## src/rtl/uart_cmd_rx.sv

```systemverilog
`default_nettype none
// ============================================================================
//  Module   : uart_cmd_rx
//  Brief    : 8N1 UART receiver with an ASCII command-line decoder.
//             Lines of the form  C|c <hex><hex> [CR] LF  produce an 8-bit
//             command code, presented with a level-held valid/ack handshake.
//             Optional stop-bit framing check, enabled by defining the
//             macro FRAME_CHECK_EN.
//  Revision : 1.0 - initial release
// ============================================================================
module uart_cmd_rx #(
    parameter int BAUD = 434            // clock cycles per bit, must be >= 8
) (
    input  logic       clk,
    input  logic       rst,
    input  logic       rx,
    output logic [7:0] command,
    output logic       cmd_valid,
    input  logic       cmd_ack,
    output logic       err,
    output logic [1:0] err_code,
    output logic       busy
);

    // ------------------------------------------------------------------------
    // Constants
    // ------------------------------------------------------------------------
    localparam int c_cnt_w = $clog2(BAUD);

    localparam logic [c_cnt_w-1:0] c_bit_last  = c_cnt_w'(BAUD - 1);
    localparam logic [c_cnt_w-1:0] c_half_last = c_cnt_w'((BAUD / 2) - 1);
`ifdef FRAME_CHECK_EN
    // Stop bit is sampled in its centre so it can be checked.
    localparam logic [c_cnt_w-1:0] c_stop_last = c_cnt_w'(BAUD - 1);
`else
    // Stop bit is not examined; release early so the next start edge is seen.
    localparam logic [c_cnt_w-1:0] c_stop_last = c_cnt_w'((BAUD / 2) - 1);
`endif

    localparam logic [1:0] c_err_frame   = 2'd0;
    localparam logic [1:0] c_err_syntax  = 2'd1;
    localparam logic [1:0] c_err_overrun = 2'd2;

    localparam logic [7:0] c_ch_lf    = 8'h0A;
    localparam logic [7:0] c_ch_cr    = 8'h0D;
    localparam logic [7:0] c_ch_upc   = 8'h43;   // 'C'
    localparam logic [7:0] c_ch_lowc  = 8'h63;   // 'c'

    // ------------------------------------------------------------------------
    // State encodings
    // ------------------------------------------------------------------------
    typedef enum logic [1:0] {
        R_IDLE  = 2'd0,
        R_START = 2'd1,
        R_DATA  = 2'd2,
        R_STOP  = 2'd3
    } rx_state_t;

    typedef enum logic [2:0] {
        P_IDLE    = 3'd0,
        P_HI      = 3'd1,
        P_LO      = 3'd2,
        P_END     = 3'd3,
        P_DISCARD = 3'd4
    } p_state_t;

    // ------------------------------------------------------------------------
    // Hex digit decode: returns {is_hex, nibble}
    // ------------------------------------------------------------------------
    function automatic logic [4:0] hex_decode(input logic [7:0] ch);
        logic [7:0] diff;
        logic [4:0] res;
        res  = 5'd0;
        diff = 8'd0;
        if (ch >= 8'h30 && ch <= 8'h39) begin
            diff = ch - 8'h30;
            res  = {1'b1, diff[3:0]};
        end else if (ch >= 8'h41 && ch <= 8'h46) begin
            diff = ch - 8'h37;
            res  = {1'b1, diff[3:0]};
        end else if (ch >= 8'h61 && ch <= 8'h66) begin
            diff = ch - 8'h57;
            res  = {1'b1, diff[3:0]};
        end
        return res;
    endfunction

    // ------------------------------------------------------------------------
    // Signals
    // ------------------------------------------------------------------------
    logic               rx_meta_q;
    logic               rx_sync_q;
    logic               rx_prev_q;
    logic               rx_fall;

    rx_state_t          r_state_q, r_state_d;
    logic [c_cnt_w-1:0] cnt_q, cnt_d;
    logic [2:0]         bit_idx_q, bit_idx_d;
    logic [7:0]         data_q, data_d;
    logic               byte_valid_q, byte_valid_d;
    logic               frame_err_q, frame_err_d;

    p_state_t           p_state_q, p_state_d;
    logic [3:0]         hi_q, hi_d;
    logic [3:0]         lo_q, lo_d;
    logic               cr_seen_q, cr_seen_d;
    logic [7:0]         command_q, command_d;
    logic               cmd_valid_q, cmd_valid_d;
    logic               err_q, err_d;
    logic [1:0]         err_code_q, err_code_d;

    logic [4:0]         hex;
    logic               commit;

    // ------------------------------------------------------------------------
    // Two-flop synchroniser plus one delay stage for falling-edge detection
    // ------------------------------------------------------------------------
    always_ff @(posedge clk) begin
        if (rst) begin
            rx_meta_q <= 1'b1;
            rx_sync_q <= 1'b1;
            rx_prev_q <= 1'b1;
        end else begin
            rx_meta_q <= rx;
            rx_sync_q <= rx_meta_q;
            rx_prev_q <= rx_sync_q;
        end
    end

    assign rx_fall = rx_prev_q & ~rx_sync_q;

    // ------------------------------------------------------------------------
    // Bit-level receiver state register
    // ------------------------------------------------------------------------
    always_ff @(posedge clk) begin
        if (rst) begin
            r_state_q    <= R_IDLE;
            cnt_q        <= '0;
            bit_idx_q    <= 3'd0;
            data_q       <= 8'd0;
            byte_valid_q <= 1'b0;
            frame_err_q  <= 1'b0;
        end else begin
            r_state_q    <= r_state_d;
            cnt_q        <= cnt_d;
            bit_idx_q    <= bit_idx_d;
            data_q       <= data_d;
            byte_valid_q <= byte_valid_d;
            frame_err_q  <= frame_err_d;
        end
    end

    // ------------------------------------------------------------------------
    // Bit-level receiver next state: start validation, LSB-first data, stop
    // ------------------------------------------------------------------------
    always_comb begin
        r_state_d    = r_state_q;
        cnt_d        = cnt_q + 1'b1;
        bit_idx_d    = bit_idx_q;
        data_d       = data_q;
        byte_valid_d = 1'b0;
        frame_err_d  = frame_err_q;

        case (r_state_q)
            R_IDLE: begin
                cnt_d     = '0;
                bit_idx_d = 3'd0;
                if (rx_fall) begin
                    r_state_d = R_START;
                end
            end
            R_START: begin
                if (cnt_q == c_half_last) begin
                    cnt_d = '0;
                    // A line that has returned high was only a glitch.
                    r_state_d = rx_sync_q ? R_IDLE : R_DATA;
                end
            end
            R_DATA: begin
                if (cnt_q == c_bit_last) begin
                    cnt_d     = '0;
                    data_d    = {rx_sync_q, data_q[7:1]};
                    bit_idx_d = bit_idx_q + 3'd1;
                    if (bit_idx_q == 3'd7) begin
                        r_state_d = R_STOP;
                    end
                end
            end
            R_STOP: begin
                if (cnt_q == c_stop_last) begin
                    cnt_d        = '0;
                    byte_valid_d = 1'b1;
`ifdef FRAME_CHECK_EN
                    frame_err_d  = ~rx_sync_q;
`else
                    frame_err_d  = 1'b0;
`endif
                    r_state_d    = R_IDLE;
                end
            end
            default: begin
                r_state_d = R_IDLE;
            end
        endcase
    end

    // ------------------------------------------------------------------------
    // Parser and output handshake registers
    // ------------------------------------------------------------------------
    always_ff @(posedge clk) begin
        if (rst) begin
            p_state_q   <= P_IDLE;
            hi_q        <= 4'd0;
            lo_q        <= 4'd0;
            cr_seen_q   <= 1'b0;
            command_q   <= 8'd0;
            cmd_valid_q <= 1'b0;
            err_q       <= 1'b0;
            err_code_q  <= 2'd0;
        end else begin
            p_state_q   <= p_state_d;
            hi_q        <= hi_d;
            lo_q        <= lo_d;
            cr_seen_q   <= cr_seen_d;
            command_q   <= command_d;
            cmd_valid_q <= cmd_valid_d;
            err_q       <= err_d;
            err_code_q  <= err_code_d;
        end
    end

    assign hex = hex_decode(data_q);

    // ------------------------------------------------------------------------
    // Line parser next state, error reporting and command commit/ack
    // ------------------------------------------------------------------------
    always_comb begin
        p_state_d   = p_state_q;
        hi_d        = hi_q;
        lo_d        = lo_q;
        cr_seen_d   = cr_seen_q;
        command_d   = command_q;
        cmd_valid_d = cmd_valid_q;
        err_d       = 1'b0;
        err_code_d  = err_code_q;
        commit      = 1'b0;

        if (byte_valid_q) begin
            if (frame_err_q) begin
                // A corrupt byte poisons the rest of the line.
                err_d      = 1'b1;
                err_code_d = c_err_frame;
                p_state_d  = P_DISCARD;
            end else begin
                case (p_state_q)
                    P_IDLE: begin
                        if (data_q == c_ch_upc || data_q == c_ch_lowc) begin
                            p_state_d = P_HI;
                        end else if (data_q != c_ch_lf && data_q != c_ch_cr) begin
                            err_d      = 1'b1;
                            err_code_d = c_err_syntax;
                            p_state_d  = P_DISCARD;
                        end
                    end
                    P_HI: begin
                        if (hex[4]) begin
                            hi_d      = hex[3:0];
                            p_state_d = P_LO;
                        end else begin
                            err_d      = 1'b1;
                            err_code_d = c_err_syntax;
                            // An early LF still terminates the line.
                            p_state_d  = (data_q == c_ch_lf) ? P_IDLE : P_DISCARD;
                        end
                    end
                    P_LO: begin
                        if (hex[4]) begin
                            lo_d      = hex[3:0];
                            cr_seen_d = 1'b0;
                            p_state_d = P_END;
                        end else begin
                            err_d      = 1'b1;
                            err_code_d = c_err_syntax;
                            p_state_d  = (data_q == c_ch_lf) ? P_IDLE : P_DISCARD;
                        end
                    end
                    P_END: begin
                        if (data_q == c_ch_lf) begin
                            commit    = 1'b1;
                            p_state_d = P_IDLE;
                        end else if (data_q == c_ch_cr && !cr_seen_q) begin
                            cr_seen_d = 1'b1;
                        end else begin
                            err_d      = 1'b1;
                            err_code_d = c_err_syntax;
                            p_state_d  = P_DISCARD;
                        end
                    end
                    P_DISCARD: begin
                        if (data_q == c_ch_lf) begin
                            p_state_d = P_IDLE;
                        end
                    end
                    default: begin
                        p_state_d = P_IDLE;
                    end
                endcase
            end
        end

        // An ack in the commit cycle frees the slot for the new code.
        if (commit) begin
            if (!cmd_valid_q || cmd_ack) begin
                command_d   = {hi_q, lo_q};
                cmd_valid_d = 1'b1;
            end else begin
                err_d      = 1'b1;
                err_code_d = c_err_overrun;
            end
        end else if (cmd_ack) begin
            cmd_valid_d = 1'b0;
        end
    end

    assign command   = command_q;
    assign cmd_valid = cmd_valid_q;
    assign err       = err_q;
    assign err_code  = err_code_q;
    assign busy      = (p_state_q != P_IDLE);

endmodule
`default_nettype wire

```

## config.mk

```make
export PLATFORM = sky130hd
export DESIGN_NAME = uart_cmd_rx
export DESIGN_NICKNAME = d
export VERILOG_FILES = /design/src/rtl/uart_cmd_rx.sv
export SDC_FILE = /design/constraint.sdc
export NUM_CORES = 1
export LEC_CHECK = 0
export ABC_CLOCK_PERIOD_IN_PS = 4700
export BUFFER_PORTS_ARGS = -buffer_cell sky130_fd_sc_hd__buf_2
export CORE_MARGIN = 4
export CORE_UTILIZATION = 30
export CTS_BUF_LIST = sky130_fd_sc_hd__clkbuf_16
export CTS_CLUSTER_SIZE = 28
export DETAILED_ROUTE_END_ITERATION = 8
export PLACE_DENSITY = 0.54
export SLEW_MARGIN = 40
export SYNTH_ARGS = -nofsm -noshare
export SYNTH_HDL_FRONTEND = slang
export SYNTH_SLANG_ARGS = --single-unit
export TNS_END_PERCENT = 20
```

## constraint.sdc

```tcl
create_clock -name clk -period 4.7 [get_ports clk]
set_clock_uncertainty 0.1 [all_clocks]
set_input_delay 0.235 -clock clk [delete_from_list [all_inputs] [get_ports clk]]
set_output_delay 0.235 -clock clk [all_outputs]
set_load 0.05 [all_outputs]
```

# Word level (Yosys, flattened, before mapping)
# Cells that the tools add are included.
totals:
  ff_bits: 50
  input_bits: 4
  wordCells: 138
op_classes:
  n_addsub: 5
  magnitude_cmp: 6
  eq_ne: 28
  mux: 53
  n_bitwise: 3
  n_reduce_logical: 27
ops:
  columns: ["operator", "n"]
  rows:
  - ["$mux 2", 14]
  - ["$mux 3", 9]
  - ["$pmux 9 s3", 1]
  - ["$mux 1", 18]
  - ["$mux 9", 2]
  - ["$ne 2x2->1 const B", 9]
  - ["$eq 8x4->1 const B", 2]
  - ["$eq 8x7->1 const B", 2]
  - ["$ge 8x7->1 const B", 2]
  - ["$le 8x7->1 const B", 2]
  - ["$ne 8x4->1 const B", 2]
  - ["$mux 5", 3]
  - ["$pmux 3 s5", 1]
  - ["$reduce_and 5->1", 2]
  - ["$add 9x1->9 const B", 1]
  - ["$eq 9x8->1 const B", 1]
  - ["$eq 9x9->1 const B", 1]
  - ["$ge 8x6->1 const B", 1]
  - ["$le 8x6->1 const B", 1]
  - ["$pmux 2 s4", 1]
  - ["$reduce_and 2->1", 4]
  - ["$sub 4x3->4 const B", 2]
  - ["$eq 3x2->1 const B", 2]
  - ["$eq 3x3->1 const B", 2]
  - ["23 further kinds", 37]

# Logic depth before layout (Yosys ltp)
depth:
  ltp_word: 10
  depth_mapped: 8
  ltp_nobuf: 7

# Worst setup path before layout
# No wires, ideal clock.
synth_timing:
  kind: "reg-to-reg"
  start: "reg p_state_q[0]"
  end: "reg p_state_q[2]"
  t_arrival_ns: 1.885
  t_required_ns: 4.481
  path_slack_ns: 2.596
  stages_incl_launch_ff: 7
  n_path_buf: 1
  period_less_slack_ns: 2.104
  cell_sequence: "dfxtp_1 clkbuf_1 or3_1 a21oi_1 a221oi_2 o41ai_1 o221a_2"
synth_via:
  elab_chain_len: 3
  word_cells_on_any_way: 10
  cone_classes: "eq/ne (7); mux (1); reduce/logical (2)"
synth_rtl:
  columns: ["element", "line", "source"]
  rows:
  - ["start, declared", "103", "p_state_t p_state_q, p_state_d;"]
  - ["start signal, assigned", "221", "p_state_q <= p_state_d;"]
  - ["$eq 3x2->1, or another cell as far along", "255", "case (p_state_q)"]
  - ["$ne 3x3->1 (no line) or $ne 2x2->1 (tied branches)", null, null]
  - ["$reduce_and 4->1 (no line)", null, null]
# Parallel ways exist; a longest one is shown, timed or not.
# A chain may end at the register's enable or synchronous reset.

# Worst setup path after layout
layout_timing:
  start: "reg data_q[1]"
  end: "reg p_state_q[2]"
layout_via:
  elab_chain_len: 7
  word_cells_on_any_way: 31
  cone_classes: "order compare (6); eq/ne (9); mux (9); reduce/logical (7)"
layout_rtl:
  columns: ["element", "line", "source"]
  rows:
  - ["start, declared", "99", "logic [7:0] data_q, data_d;"]
  - ["start signal, assigned", "147", "data_q <= data_d;"]
  - ["$ge 8x7->1 or $le 8x7->1 (tied branches)", "81", "end else if (ch >= 8'h61 && ch <= 8'h66) begin"]
  - ["$logic_and 1x1->1", "81", null]
  - ["$mux 5", "81", null]
  - ["$mux 5", "78", "end else if (ch >= 8'h41 && ch <= 8'h46) begin"]
  - ["$mux 5", "75", "if (ch >= 8'h30 && ch <= 8'h39) begin"]
  - ["$mux 3 (on tied branches)", "277, 266", null]
  - ["$pmux 3 s5", "255", null]
# Parallel ways exist; a longest one is shown, timed or not.

==> flow_metrics.env <==
export IMPL_overflow=0
export IMPL_hold_start="rx"
export IMPL_min_path_type="in2reg"
export IMPL_critPathCaptureType="register"
export IMPL_viasPerCell=4.86
export IMPL_r2r_start="data_q[1]$_SDFFE_PP0P_"
export IMPL_reg2reg_to="p_state_q[2]$_SDFFE_PP0P_"
export IMPL_worstPathMaxFanout=7
export IMPL_die_area_um2=9580
export IMPL_start_util=0.310
export IMPL_criticalPathCategory="reg2reg"
export IMPL_reg2regPathDepth=7
export IMPL_grtUsageTotal=0.108
export IMPL_clock_path_buffers=2
export IMPL_antenna_cells=0
export IMPL_status="finished clean"
export IMPL_reg2reg_slack_ns=2.20
export IMPL_finalWorstSetupSlack_ns=2.20
export IMPL_hold_viol=0
export IMPL_netlist_area_um2=2420
export IMPL_htree_levels=2
export IMPL_cp_start_kind="register"
export IMPL_drt_wl_total_mm=4.91
export IMPL_post_route_drc_count=0
export IMPL_pwr_density_cell_nw_per_um2=305
export IMPL_synth_top_flop_cell="dfxtp_1"
export IMPL_tns_ns=0
export IMPL_worst_slew_pin_slew_ns=0.728
export IMPL_synth_seq_cells=50
export IMPL_cts_clk_slew_worst_paths_ns=0.07
export IMPL_synth_cells=274
export IMPL_vdd_drop_max_mv=0.127
export IMPL_wl_per_cell_um=12.6
export IMPL_cap_violations=0
export IMPL_setup_viol=0
export IMPL_min_period_ns=2.50
export IMPL_endpoint="p_state_q[2]$_SDFFE_PP0P_"
export IMPL_rows=32
export IMPL_synthSimpleGateAreaFrac=0.248
export IMPL_power_switching_w=0.000163
export IMPL_synthAdderAreaFrac=0.0465
export IMPL_clkPwrFrac=0.478
export IMPL_place_congestion=0.808
export IMPL_dr_pass1_iters=4
export IMPL_synth_compound_area_frac=0.176
export IMPL_avgSynthCellArea_um2=8.85
export IMPL_ios=17
export IMPL_grt_pass1_vias=1836
export IMPL_yosys_warnings=0
export IMPL_core_area_um2=7810
export IMPL_crit_arrival_ns=2.63
export IMPL_post_cts_buffers=0
export IMPL_netlist_top_cells_count="dfxtp_1, nor2_1, nand2_1"
export IMPL_synth_distinct_cells=52
export IMPL_yosysTopAreaCell="dfxtp_1"
export IMPL_portBuffers=16
export IMPL_cts_buffers_inserted=5
export IMPL_drt_iter0_drc=55
export IMPL_die_height_um=97.9
export IMPL_finalHoldWorstSlack_ns=0.0391
export IMPL_synthDominantCellAreaShare=0.413
export IMPL_synth_xor_area_share=0.0253
export IMPL_via_count=1885
export IMPL_grt_start_max_net_pins=41
export IMPL_cts_hold_buf=0
export IMPL_fmax_mhz=400
export IMPL_stdcell_area_um2=2760
export IMPL_leakage_nw=1.05
export IMPL_synthArstFlopShare=0
export IMPL_relSlewSlack=0.515
export IMPL_worstSkewPairLatency_ns=0.29
export IMPL_grt_pass1_wl_mm=8.76
export IMPL_area_growth_pct=13.7
export IMPL_syn_num_nets=287
export IMPL_timing_final_crit_share=0.531
export IMPL_p_total_w=0.000840
export IMPL_comb_power_share=0.013
export IMPL_yosysMostFrequentCell="dfxtp_1"
export IMPL_swShare=0.194
export IMPL_power_frac_seq=0.508
export IMPL_finalNetCount=298
export IMPL_drive_gt1_frac=0.133
export IMPL_antenna_left=0
export IMPL_pre_cts_ws_ns=2.27
export IMPL_hpwl_mm=3.50
export IMPL_worstPathRequired_ns=4.84
export IMPL_cts_tree="yes"
export IMPL_placed_area_um2=2590
export IMPL_die_w_um=97.9
export IMPL_cts_resized_gates=0
export IMPL_clock_sinks=50
export IMPL_synthTopCellsByArea="dfxtp_1, nor2_1, mux2i_1, ha_1, a21oi_1"
export IMPL_startpoint="data_q[1]$_SDFFE_PP0P_"
export IMPL_rsz0062_at_grt="no"
export IMPL_synth_edff_count=0
export IMPL_synth_top_family_by_area="simple AND/OR/NAND/NOR gates"
export IMPL_antenna_found_initial=0
export IMPL_slew_viol_final=0
export IMPL_synthMuxAreaShare=0.0537
export IMPL_root_buffer="clkbuf_16"
export IMPL_internal_power_w=0.000678
export IMPL_seq_area_frac_synth=0.413
flip-flops by register name, summed over array words and instances, names as in the netlist, 2 cells and up, named ones only:
signal and count:
bit_idx_q 3, cnt_q 9, command 8, data_q 8, err_code 2, hi_q 4, lo_q 4, p_state_q 3
per-stage QoR:
stage	cells	util
finish	388	0.353
global route	388	0.353
CTS	388	0.353
detailed placement	380	0.332
global placement	380	0.332
floorplan	274	-
cells in the final DEF, fill, tap and decap left out, types with 5 or more instances in the layout:
master and instances:
a211oi_1 10, a21oi_1 19, buf_2 16, clkbuf_16 5
dfxtp_1 50, ha_1 9, inv_1 12, mux2i_1 13
nand2_1 21, nand3_1 15, nor2_1 36, xor2_1 6
power groups by stage:
| stage | registers [W] | clock network [W] | logic [W] |
|---|---|---|---|
| 6_report | 0.000427 | 0.000402 | 0.0000113 |
| 5_1_grt | 0.000427 | 0.000429 | 0.0000129 |
| 4_1_cts | 0.000427 | 0.000417 | 0.0000115 |
| 3_5_place_dp | 0.000437 | 0 | 0.0000115 |
| 3_3_place_gp | 0.000437 | 0 | 0.0000114 |
| 2_1_floorplan | 0.000436 | 0 | 0.00000897 |
area by class of cell:
type	instances	area (µm²)
Clock buffer	5	125
Clock inverter	3	41.3
Fill cell	832	5050
Inverter	11	41.3
Multi-Input combinational cell	200	1330
Sequential cell	50	1000
Tap cell	102	128
Timing Repair Buffer	17	87.6
per-layer routing:
metal  vias up  share of wire  track usage
met5         -              0            0
met1       846           0.50        0.148
met4         0          0.014       0.0394
li1       1004              -            -
met2        28           0.45        0.166
met3         7          0.039       0.0257
cells by family after synthesis:
family                   Yosys count
AO/OA/AOI/OAI                     57
XOR/XNOR                           7
adder cells (fa/ha/maj)            9
buffers and inverters             24
flip-flops                        50
multiplexers                      13
AND/OR/NAND/NOR                  114
worst max-delay path: stages (launching register included):
cell     delay (ns)
dfxtp_1        0.44
inv_1          0.09
ha_1           0.23
o21ba_2        0.23
o21ai_1        0.52
a21oi_1        0.14
o41ai_1        0.44
o221a_2        0.26
how the worst min path moves through the flow:
| stage | end | slack (ns) | cells after the start |
|---|---|---|---|
| 2_1_floorplan | rx_meta_q$_SDFF_PP1_ | 0.24 | 1 |
| 3_3_place_gp | rx_sync_q$_SDFF_PP1_ | 0.29 | 1 |
| 3_5_place_dp | rx_sync_q$_SDFF_PP1_ | 0.29 | 1 |
| 4_1_cts | rx_meta_q$_SDFF_PP1_ | 0.03 | 2 |
| 5_1_grt | rx_meta_q$_SDFF_PP1_ | 0.03 | 2 |
| 6_report | rx_meta_q$_SDFF_PP1_ | 0.04 | 2 |
Power figures use the tool's default switching activity.
